**src/rtl/mem_stage_lsu_if.sv**
```systemverilog
// Data-memory bus between the LSU (master) and the data memory (slave).
// req/gnt accept a request; rvalid/rdata return read data.
interface mem_stage_lsu_if #(
  parameter int unsigned DATA_W = 32,
  parameter int unsigned ADDR_W = 32
);
  localparam int unsigned BE_W = DATA_W / 8;

  logic              req;
  logic              we;
  logic [ADDR_W-1:0] addr;
  logic [BE_W-1:0]   be;
  logic [DATA_W-1:0] wdata;
  logic              gnt;
  logic              rvalid;
  logic [DATA_W-1:0] rdata;

  modport master (
    output req, we, addr, be, wdata,
    input  gnt, rvalid, rdata
  );

  modport slave (
    input  req, we, addr, be, wdata,
    output gnt, rvalid, rdata
  );
endinterface

```
**src/rtl/mem_stage_lsu.sv**
```systemverilog
// Memory stage of the five-stage pipeline: issues loads/stores on a
// req/gnt/rvalid bus, extracts/extends load data and holds a registered
// writeback result for W.
// Optional feature macro: MEM_ALIGN_CHECK_EN (misaligned accesses raise
// out_exc instead of going to memory; otherwise low address bits are dropped).
module mem_stage_lsu #(
  parameter int unsigned DATA_W = 32,
  parameter int unsigned ADDR_W = 32,
  parameter int unsigned RA_W   = 5
) (
  input  logic              clk_i,
  input  logic              rst_ni,
  input  logic              in_valid_i,
  output logic              in_ready_o,
  input  logic [31:0]       in_pc_i,
  input  logic [RA_W-1:0]   in_rd_i,
  input  logic [DATA_W-1:0] in_rd_val_i,
  input  logic              in_ld_i,
  input  logic              in_st_i,
  input  logic [1:0]        in_size_i,
  input  logic              in_signed_i,
  input  logic [ADDR_W-1:0] in_addr_i,
  input  logic [DATA_W-1:0] in_wdata_i,
  mem_stage_lsu_if.master   mem,
  output logic              out_valid_o,
  input  logic              out_ready_i,
  output logic [31:0]       out_pc_o,
  output logic [RA_W-1:0]   out_rd_o,
  output logic [DATA_W-1:0] out_rd_val_o,
  output logic              out_exc_o
);
  localparam int unsigned BE_W     = DATA_W / 8;
  localparam int unsigned OFF_W    = $clog2(BE_W);
  localparam logic [1:0]  MAX_SIZE = 2'(OFF_W);

  typedef enum logic [1:0] {S_IDLE = 2'd0, S_REQ = 2'd1, S_WAIT = 2'd2} state_e;
  state_e state_q, state_d;

  logic              req_q, req_d, we_q;
  logic [ADDR_W-1:0] addr_q;
  logic [BE_W-1:0]   be_q;
  logic [DATA_W-1:0] wdata_q, rd_val_q;
  logic [31:0]       pc_q;
  logic [RA_W-1:0]   rd_q;
  logic [1:0]        size_q;
  logic              signed_q;
  logic [OFF_W-1:0]  off_q;

  logic              out_valid_q, out_valid_d, out_exc_q, out_exc_d;
  logic [31:0]       out_pc_q, out_pc_d;
  logic [RA_W-1:0]   out_rd_q, out_rd_d;
  logic [DATA_W-1:0] out_rd_val_q, out_rd_val_d;

  logic              accept, is_mem, misal, load_out, cap_req;
  logic [1:0]        sz;
  logic [OFF_W-1:0]  mask, off;
  logic [BE_W-1:0]   be_base, be_c;
  logic [DATA_W-1:0] wdata_rep, shifted, ld_data;

  assign in_ready_o = (state_q == S_IDLE) && (!out_valid_q || out_ready_i);
  assign accept     = in_valid_i && in_ready_o;
  assign is_mem     = in_ld_i || in_st_i;

  // Decode incoming access: size clamp, lane offset, byte enables, replicated store data
  always_comb begin
    sz = (in_size_i > MAX_SIZE) ? MAX_SIZE : in_size_i;
    case (sz)
      2'd0: begin
        mask      = '0;
        be_base   = BE_W'(1);
        wdata_rep = {(DATA_W/8){in_wdata_i[7:0]}};
      end
      2'd1: begin
        mask      = OFF_W'(1);
        be_base   = BE_W'(3);
        wdata_rep = {(DATA_W/16){in_wdata_i[15:0]}};
      end
      2'd2: begin
        mask      = OFF_W'(3);
        be_base   = BE_W'(15);
        wdata_rep = {(DATA_W/32){in_wdata_i[31:0]}};
      end
      default: begin
        mask      = OFF_W'(7);
        be_base   = '1;
        wdata_rep = in_wdata_i;
      end
    endcase
`ifdef MEM_ALIGN_CHECK_EN
    off   = in_addr_i[OFF_W-1:0];
    misal = (off & mask) != '0;
`else
    off   = in_addr_i[OFF_W-1:0] & ~mask;
    misal = 1'b0;
`endif
    be_c = be_base << off;
  end

  // Align returned read data to bit 0, then sign- or zero-extend by size
  always_comb begin
    shifted = mem.rdata >> {off_q, 3'b000};
    ld_data = shifted;
    case (size_q)
      2'd0: begin
        ld_data      = {DATA_W{signed_q & shifted[7]}};
        ld_data[7:0] = shifted[7:0];
      end
      2'd1: begin
        ld_data       = {DATA_W{signed_q & shifted[15]}};
        ld_data[15:0] = shifted[15:0];
      end
      2'd2: begin
        ld_data       = {DATA_W{signed_q & shifted[31]}};
        ld_data[31:0] = shifted[31:0];
      end
      default: ld_data = shifted;
    endcase
  end

  // FSM state register
  always_ff @(posedge clk_i or negedge rst_ni) begin
    if (!rst_ni) state_q <= S_IDLE;
    else         state_q <= state_d;
  end

  // FSM next state
  always_comb begin
    state_d = state_q;
    case (state_q)
      S_IDLE:  if (accept && is_mem && !misal) state_d = S_REQ;
      S_REQ:   if (mem.gnt) state_d = we_q ? S_IDLE : S_WAIT;
      S_WAIT:  if (mem.rvalid) state_d = S_IDLE;
      default: state_d = S_IDLE;
    endcase
  end

  // FSM outputs: request capture/release and result selection for the output register
  always_comb begin
    load_out     = 1'b0;
    cap_req      = 1'b0;
    req_d        = req_q;
    out_pc_d     = in_pc_i;
    out_rd_d     = in_rd_i;
    out_rd_val_d = in_rd_val_i;
    out_exc_d    = 1'b0;
    case (state_q)
      S_IDLE: begin
        if (accept) begin
          if (is_mem && !misal) begin
            cap_req = 1'b1;
            req_d   = 1'b1;
          end else begin
            load_out = 1'b1;
            if (is_mem) begin
              out_rd_d  = '0;
              out_exc_d = 1'b1;
            end
          end
        end
      end
      S_REQ: begin
        if (mem.gnt) begin
          req_d = 1'b0;
          if (we_q) begin
            load_out     = 1'b1;
            out_pc_d     = pc_q;
            out_rd_d     = rd_q;
            out_rd_val_d = rd_val_q;
          end
        end
      end
      S_WAIT: begin
        if (mem.rvalid) begin
          load_out     = 1'b1;
          out_pc_d     = pc_q;
          out_rd_d     = rd_q;
          out_rd_val_d = ld_data;
        end
      end
      default: ;
    endcase
    out_valid_d = load_out || (out_valid_q && !out_ready_i);
  end

  // Request registers: held stable from acceptance until mem_gnt
  always_ff @(posedge clk_i or negedge rst_ni) begin
    if (!rst_ni) begin
      req_q    <= 1'b0;
      we_q     <= 1'b0;
      addr_q   <= '0;
      be_q     <= '0;
      wdata_q  <= '0;
      pc_q     <= '0;
      rd_q     <= '0;
      rd_val_q <= '0;
      size_q   <= '0;
      signed_q <= 1'b0;
      off_q    <= '0;
    end else begin
      req_q <= req_d;
      if (cap_req) begin
        we_q     <= in_st_i;
        addr_q   <= {in_addr_i[ADDR_W-1:OFF_W], OFF_W'(0)};
        be_q     <= be_c;
        wdata_q  <= wdata_rep;
        pc_q     <= in_pc_i;
        rd_q     <= in_rd_i;
        rd_val_q <= in_rd_val_i;
        size_q   <= sz;
        signed_q <= in_signed_i;
        off_q    <= off;
      end
    end
  end

  // Writeback output register toward W
  always_ff @(posedge clk_i or negedge rst_ni) begin
    if (!rst_ni) begin
      out_valid_q  <= 1'b0;
      out_pc_q     <= '0;
      out_rd_q     <= '0;
      out_rd_val_q <= '0;
      out_exc_q    <= 1'b0;
    end else begin
      out_valid_q <= out_valid_d;
      if (load_out) begin
        out_pc_q     <= out_pc_d;
        out_rd_q     <= out_rd_d;
        out_rd_val_q <= out_rd_val_d;
        out_exc_q    <= out_exc_d;
      end
    end
  end

  assign mem.req      = req_q;
  assign mem.we       = we_q;
  assign mem.addr     = addr_q;
  assign mem.be       = be_q;
  assign mem.wdata    = wdata_q;
  assign out_valid_o  = out_valid_q;
  assign out_pc_o     = out_pc_q;
  assign out_rd_o     = out_rd_q;
  assign out_rd_val_o = out_rd_val_q;
  assign out_exc_o    = out_exc_q;
endmodule

```
**src/flat_wrapper.sv**
```systemverilog
// flat-port wrapper written by rule: the top's interface ports become plain ports
module mem_stage_lsu_flat 
#(
  parameter int unsigned DATA_W = 32,
  parameter int unsigned ADDR_W = 32,
  parameter int unsigned RA_W   = 5
)
  (clk_i, rst_ni, in_valid_i, in_ready_o, in_pc_i, in_rd_i, in_rd_val_i, in_ld_i, in_st_i, in_size_i, in_signed_i, in_addr_i, in_wdata_i, out_valid_o, out_ready_i, out_pc_o, out_rd_o, out_rd_val_o, out_exc_o, mem_req, mem_we, mem_addr, mem_be, mem_wdata, mem_gnt, mem_rvalid, mem_rdata);
  mem_stage_lsu_if #(.DATA_W(DATA_W), .ADDR_W(ADDR_W)) mem_i ();
  input  logic clk_i;
  input  logic rst_ni;
  input  logic in_valid_i;
  output logic in_ready_o;
  input  logic [31:0] in_pc_i;
  input  logic [RA_W-1:0] in_rd_i;
  input  logic [DATA_W-1:0] in_rd_val_i;
  input  logic in_ld_i;
  input  logic in_st_i;
  input  logic [1:0] in_size_i;
  input  logic in_signed_i;
  input  logic [ADDR_W-1:0] in_addr_i;
  input  logic [DATA_W-1:0] in_wdata_i;
  output logic out_valid_o;
  input  logic out_ready_i;
  output logic [31:0] out_pc_o;
  output logic [RA_W-1:0] out_rd_o;
  output logic [DATA_W-1:0] out_rd_val_o;
  output logic out_exc_o;
  output wire logic [$bits(mem_i.req)-1:0] mem_req;
  output wire logic [$bits(mem_i.we)-1:0] mem_we;
  output wire logic [$bits(mem_i.addr)-1:0] mem_addr;
  output wire logic [$bits(mem_i.be)-1:0] mem_be;
  output wire logic [$bits(mem_i.wdata)-1:0] mem_wdata;
  input wire logic [$bits(mem_i.gnt)-1:0] mem_gnt;
  input wire logic [$bits(mem_i.rvalid)-1:0] mem_rvalid;
  input wire logic [$bits(mem_i.rdata)-1:0] mem_rdata;
  assign mem_req = mem_i.req;
  assign mem_we = mem_i.we;
  assign mem_addr = mem_i.addr;
  assign mem_be = mem_i.be;
  assign mem_wdata = mem_i.wdata;
  assign mem_i.gnt = mem_gnt;
  assign mem_i.rvalid = mem_rvalid;
  assign mem_i.rdata = mem_rdata;
  mem_stage_lsu #(.DATA_W(DATA_W), .ADDR_W(ADDR_W), .RA_W(RA_W)) u_core (.clk_i(clk_i), .rst_ni(rst_ni), .in_valid_i(in_valid_i), .in_ready_o(in_ready_o), .in_pc_i(in_pc_i), .in_rd_i(in_rd_i), .in_rd_val_i(in_rd_val_i), .in_ld_i(in_ld_i), .in_st_i(in_st_i), .in_size_i(in_size_i), .in_signed_i(in_signed_i), .in_addr_i(in_addr_i), .in_wdata_i(in_wdata_i), .mem(mem_i), .out_valid_o(out_valid_o), .out_ready_i(out_ready_i), .out_pc_o(out_pc_o), .out_rd_o(out_rd_o), .out_rd_val_o(out_rd_val_o), .out_exc_o(out_exc_o));
endmodule
```
**config.mk**
```make
export PLATFORM = sky130hd
export DESIGN_NAME = mem_stage_lsu_flat
export DESIGN_NICKNAME = d
export VERILOG_FILES = /design/src/rtl/mem_stage_lsu_if.sv /design/src/rtl/mem_stage_lsu.sv /design/src/flat_wrapper.sv
export SDC_FILE = /design/constraint.sdc
export NUM_CORES = 1
export LEC_CHECK = 0
export ABC_AREA = 1
export ABC_CLOCK_PERIOD_IN_PS = 2900
export CAP_MARGIN = 20
export CORE_ASPECT_RATIO = 0.75
export CORE_MARGIN = 2
export CORE_UTILIZATION = 51
export CTS_CLUSTER_SIZE = 20
export DETAILED_ROUTE_END_ITERATION = 8
export PLACE_DENSITY = 0.94
export SETUP_SLACK_MARGIN = 0.1
export SKIP_CTS_REPAIR_TIMING = 1
export SYNTH_ARGS = -nofsm -noshare
export SYNTH_HDL_FRONTEND = slang
export SYNTH_SLANG_ARGS = --single-unit
export TNS_END_PERCENT = 20
```
**constraint.sdc**
```tcl
create_clock -name clk_i -period 2.9 [get_ports clk_i]
set_input_delay 0.58 -clock clk_i [delete_from_list [all_inputs] [get_ports clk_i]]
set_output_delay 0.58 -clock clk_i [all_outputs]
set_load 0.01 [all_outputs]
```
==> flow_metrics.py <==
metrics = {
    "cts": {
        "cts.path.max_buffers": 3,
        "cts_buffers": 22,
        "cts_tree": "built",
        "clk_pin_slew_ns": 0.06,
        "clock-root-buffer": "clkbuf_16",
        "cts.sinks": 214,
        "insertion_delay_ns": 0.51,
        "cts.htree.levels": 1,
    },
    "global_route": {
        "grt.overflow.total": 0,
        "antenna_found_initial": 1,
        "grt_max_degree": 156,
        "grt_pass1_vias": 9861,
        "grt_util_all_layers": 0.296,
        "grt_pass1_wl_um": 50700,
    },
    "synth": {
        "synth_area_leader_cell": "dfrtp_1",
        "synth_seq_cells": 214,
        "synth_commonest_cells": "nand2_1, dfrtp_1, o21ai_0, a21oi_1, nor2_1",
        "synthArstFlopShare": 1.00,
        "yosysTopAreaCellShare": 0.523,
        "synth-edff-count": 0,
        "synth_area_mm2": 0.0102,
        "synth_warnings": 0,
        "seq_area_frac_synth": 0.523,
        "yosysMostFrequentCell": "nand2_1",
        "synth_area_leaders": "dfrtp_1, nand2_1, o21ai_0, a21oi_1, nand3_1",
        "synth_cell_types": 30,
        "syn-instance-count": 1324,
        "yosys_most_used_dff": "dfrtp_1",
        "avgSynthCellArea_um2": 7.73,
    },
    "placement": {
        "gp_congestion": 0.895,
        "dp_hpwl_um": 22300,
        "place_ws_ns": 0.405,
        "port_buffers": 314,
        "placed_area_mm2": 0.0135,
    },
    "setup_path": {
        "cp-startpoint": "u_core.state_q[0]$_DFFE_PN0P_",
        "crit_path_end_kind": "primary output",
        "worstPathMaxFanout": 4,
        "worstPathRequired_ns": 2.32,
        "worstPathArrival_ns": 2.01,
        "critical_path_class": "flop to primary output",
        "cp-endpoint": "in_ready_o",
        "r2r_setup_slack_ns": 0.79,
        "start_kind": "flop",
        "ff2ff_path_depth": 9,
        "timing.rr.start": "u_core.state_q[1]$_DFFE_PN0P_",
        "rr_endpoint": "u_core.out_pc_o[14]$_DFFE_PN0P_",
    },
    "timing": {
        "fin_worst_skew_ns": 0.0141,
        "finalMaxSlewViolations": 0,
        "finalWorstSetupSlack_ns": 0.310,
        "min_period_ns": 2.59,
        "fin_crit_sh": 0.893,
        "slew_headroom": 0.555,
        "tightest_slew_ns": 0.667,
        "tns_ns": 0,
        "hold_viol": 0,
        "fmax_mhz": 386,
        "grt_setup_unrepaired": "no",
        "finalSetupViolCount": 0,
    },
    "die": {
        "ioPinCount": 318,
        "die-area_mm2": 0.0212,
        "fp.coreArea_mm2": 0.0195,
        "fp.dieW_um": 168,
        "start_util": 0.524,
        "die_y_um": 127,
        "row_count": 44,
    },
    "pwr": {
        "p_int_mw": 9.26,
        "power.leakage_nw": 6.96,
        "p_comb_frac": 0.457,
        "peakVddDrop_mv": 0.630,
        "p_sw_frac": 0.390,
        "pwr-share-clk": 0.199,
        "powerDensity_mw_per_mm2": 1060,
        "power_switching_mw": 5.94,
        "power_frac_seq": 0.343,
    },
    "drt": {
        "drc": 0,
        "viasPerCell": 5.48,
        "ant_nets": 0,
        "routed_wl_um": 31700,
        "first_pass_iters": 5,
        "via_count": 10232,
        "wl_per_cell_um": 17.0,
        "drtIter0Drc": 1043,
    },
    "finish": {
        "nNetsFinal": 1777,
        "layout-drive-gt1-share": 0.0496,
        "fill_cells": 1411,
        "syn2layout_area_growth_pct": 39.7,
        "fin_area_mm2": 0.0143,
    },
    "run": {
        "cap_violations": 0,
    },
    "min_path": {
        "hp-class": "input port to asynchronous set/reset pin",
    },
    "status": {
        "status": "completed",
    },
}
[logic make-up after synthesis]
logic type	synth area share
other	0.000366
AND/OR/NAND/NOR	0.289
flip-flops	0.523
buffers and inverters	0.0626
adder cells (fa/ha/maj)	0.00489
AO/OA/AOI/OAI	0.121
[power by group through the flow]
stage               clock network (mW)  registers, mW  logic [mW]
floorplan                            0           5.41        3.56
global route                      3.19           5.35        7.68
detailed placement                   0           5.21        6.92
CTS                               3.06           5.20        6.95
global placement                     0           5.15        6.67
finish                            3.03           5.22        6.95
[routing by layer]
metal,wire length [µm],part of all wire,global-route usage
met3,3000,0.095,0.0727
met2,14800,0.47,0.484
met4,1230,0.039,0.115
met5,0,0,0
met1,12700,0.40,0.385
[how the worst min path moves through the flow]
stage | end | slack [ns] | depth (start not counted)
floorplan | u_core.mem.addr[10]$_DFFE_PN0P_ | 0.28 | 0
global placement | u_core.mem.addr[21]$_DFFE_PN0P_ | 0.46 | 2
detailed placement | u_core.mem.addr[18]$_DFFE_PN0P_ | 0.46 | 2
CTS | u_core.out_pc_o[30]$_DFFE_PN0P_ | 0.05 | 1
global route | u_core.pc_q[30]$_DFFE_PN0P_ | 0.08 | 1
finish | u_core.out_pc_o[30]$_DFFE_PN0P_ | 0.04 | 1
[critical path, cell delays in order, from the launching register on]
cell,delay (ns)
dfrtp_1,0.42
inv_1,0.09
ha_1,0.17
inv_1,0.06
a21oi_2,0.20
clkdlybuf4s50_1,0.58
[layout make-up]
class / count / area [µm²] / share of cell area
repair buffers: 332 / 3400 / 0.237
multi-input cells: 977 / 4260 / 0.298
inverters: 50 / 195 / 0.0136
well taps: 253 / 317 / 0.0221
clock buffers: 32 / 679 / 0.0475
clock inverters: 8 / 104 / 0.00726
flip-flops and latches: 214 / 5360 / 0.374
diodes: 1 / 2.50 / 0.000175
[per-stage QoR]
stage	hold WS, ns	utilization	total power [mW]	instances
4_1_cts	0.0527	0.732	15.2	1866
6_report	0.0353	0.732	15.2	1867
2_1_floorplan	0.284	-	8.97	1326
3_3_place_gp	0.461	0.692	11.8	1826
3_5_place_dp	0.464	0.692	12.1	1826
5_1_grt	0.0837	0.732	16.2	1866
[flip-flops by register name, indices dropped and copies added (netlist names)]
name	flops
u_core.mem.wdata	32
u_core.out_pc_o	32
u_core.out_rd_val_o	32
u_core.pc_q	32
u_core.rd_val_q	32
u_core.mem.addr	30
u_core.out_rd_o	5
u_core.rd_q	5
u_core.mem.be	4
u_core.off_q	2
u_core.size_q	2
u_core.state_q	2
u_core.mem.req	1
u_core.mem.we	1
u_core.out_valid_o	1
u_core.signed_q	1
[layout by cell type, fill, tap and decap left out, types with 4 or more instances in the layout]
| master | n |
|---|---|
| clkbuf_16 | 23 |
| clkdlybuf4s50_1 | 313 |
| o21ai_1 | 10 |
| nor2_1 | 64 |
| nand2_2 | 6 |
| o21ai_0 | 98 |
| a21oi_1 | 65 |
| inv_1 | 41 |
| o211ai_1 | 8 |
| clkbuf_8 | 7 |
| buf_12 | 9 |
| inv_2 | 7 |
| dfrtp_1 | 214 |
| nand2_1 | 614 |
| nand3_1 | 56 |
| ha_1 | 4 |
| a22oi_1 | 37 |
| buf_4 | 9 |
Power figures use the tool's default switching activity.
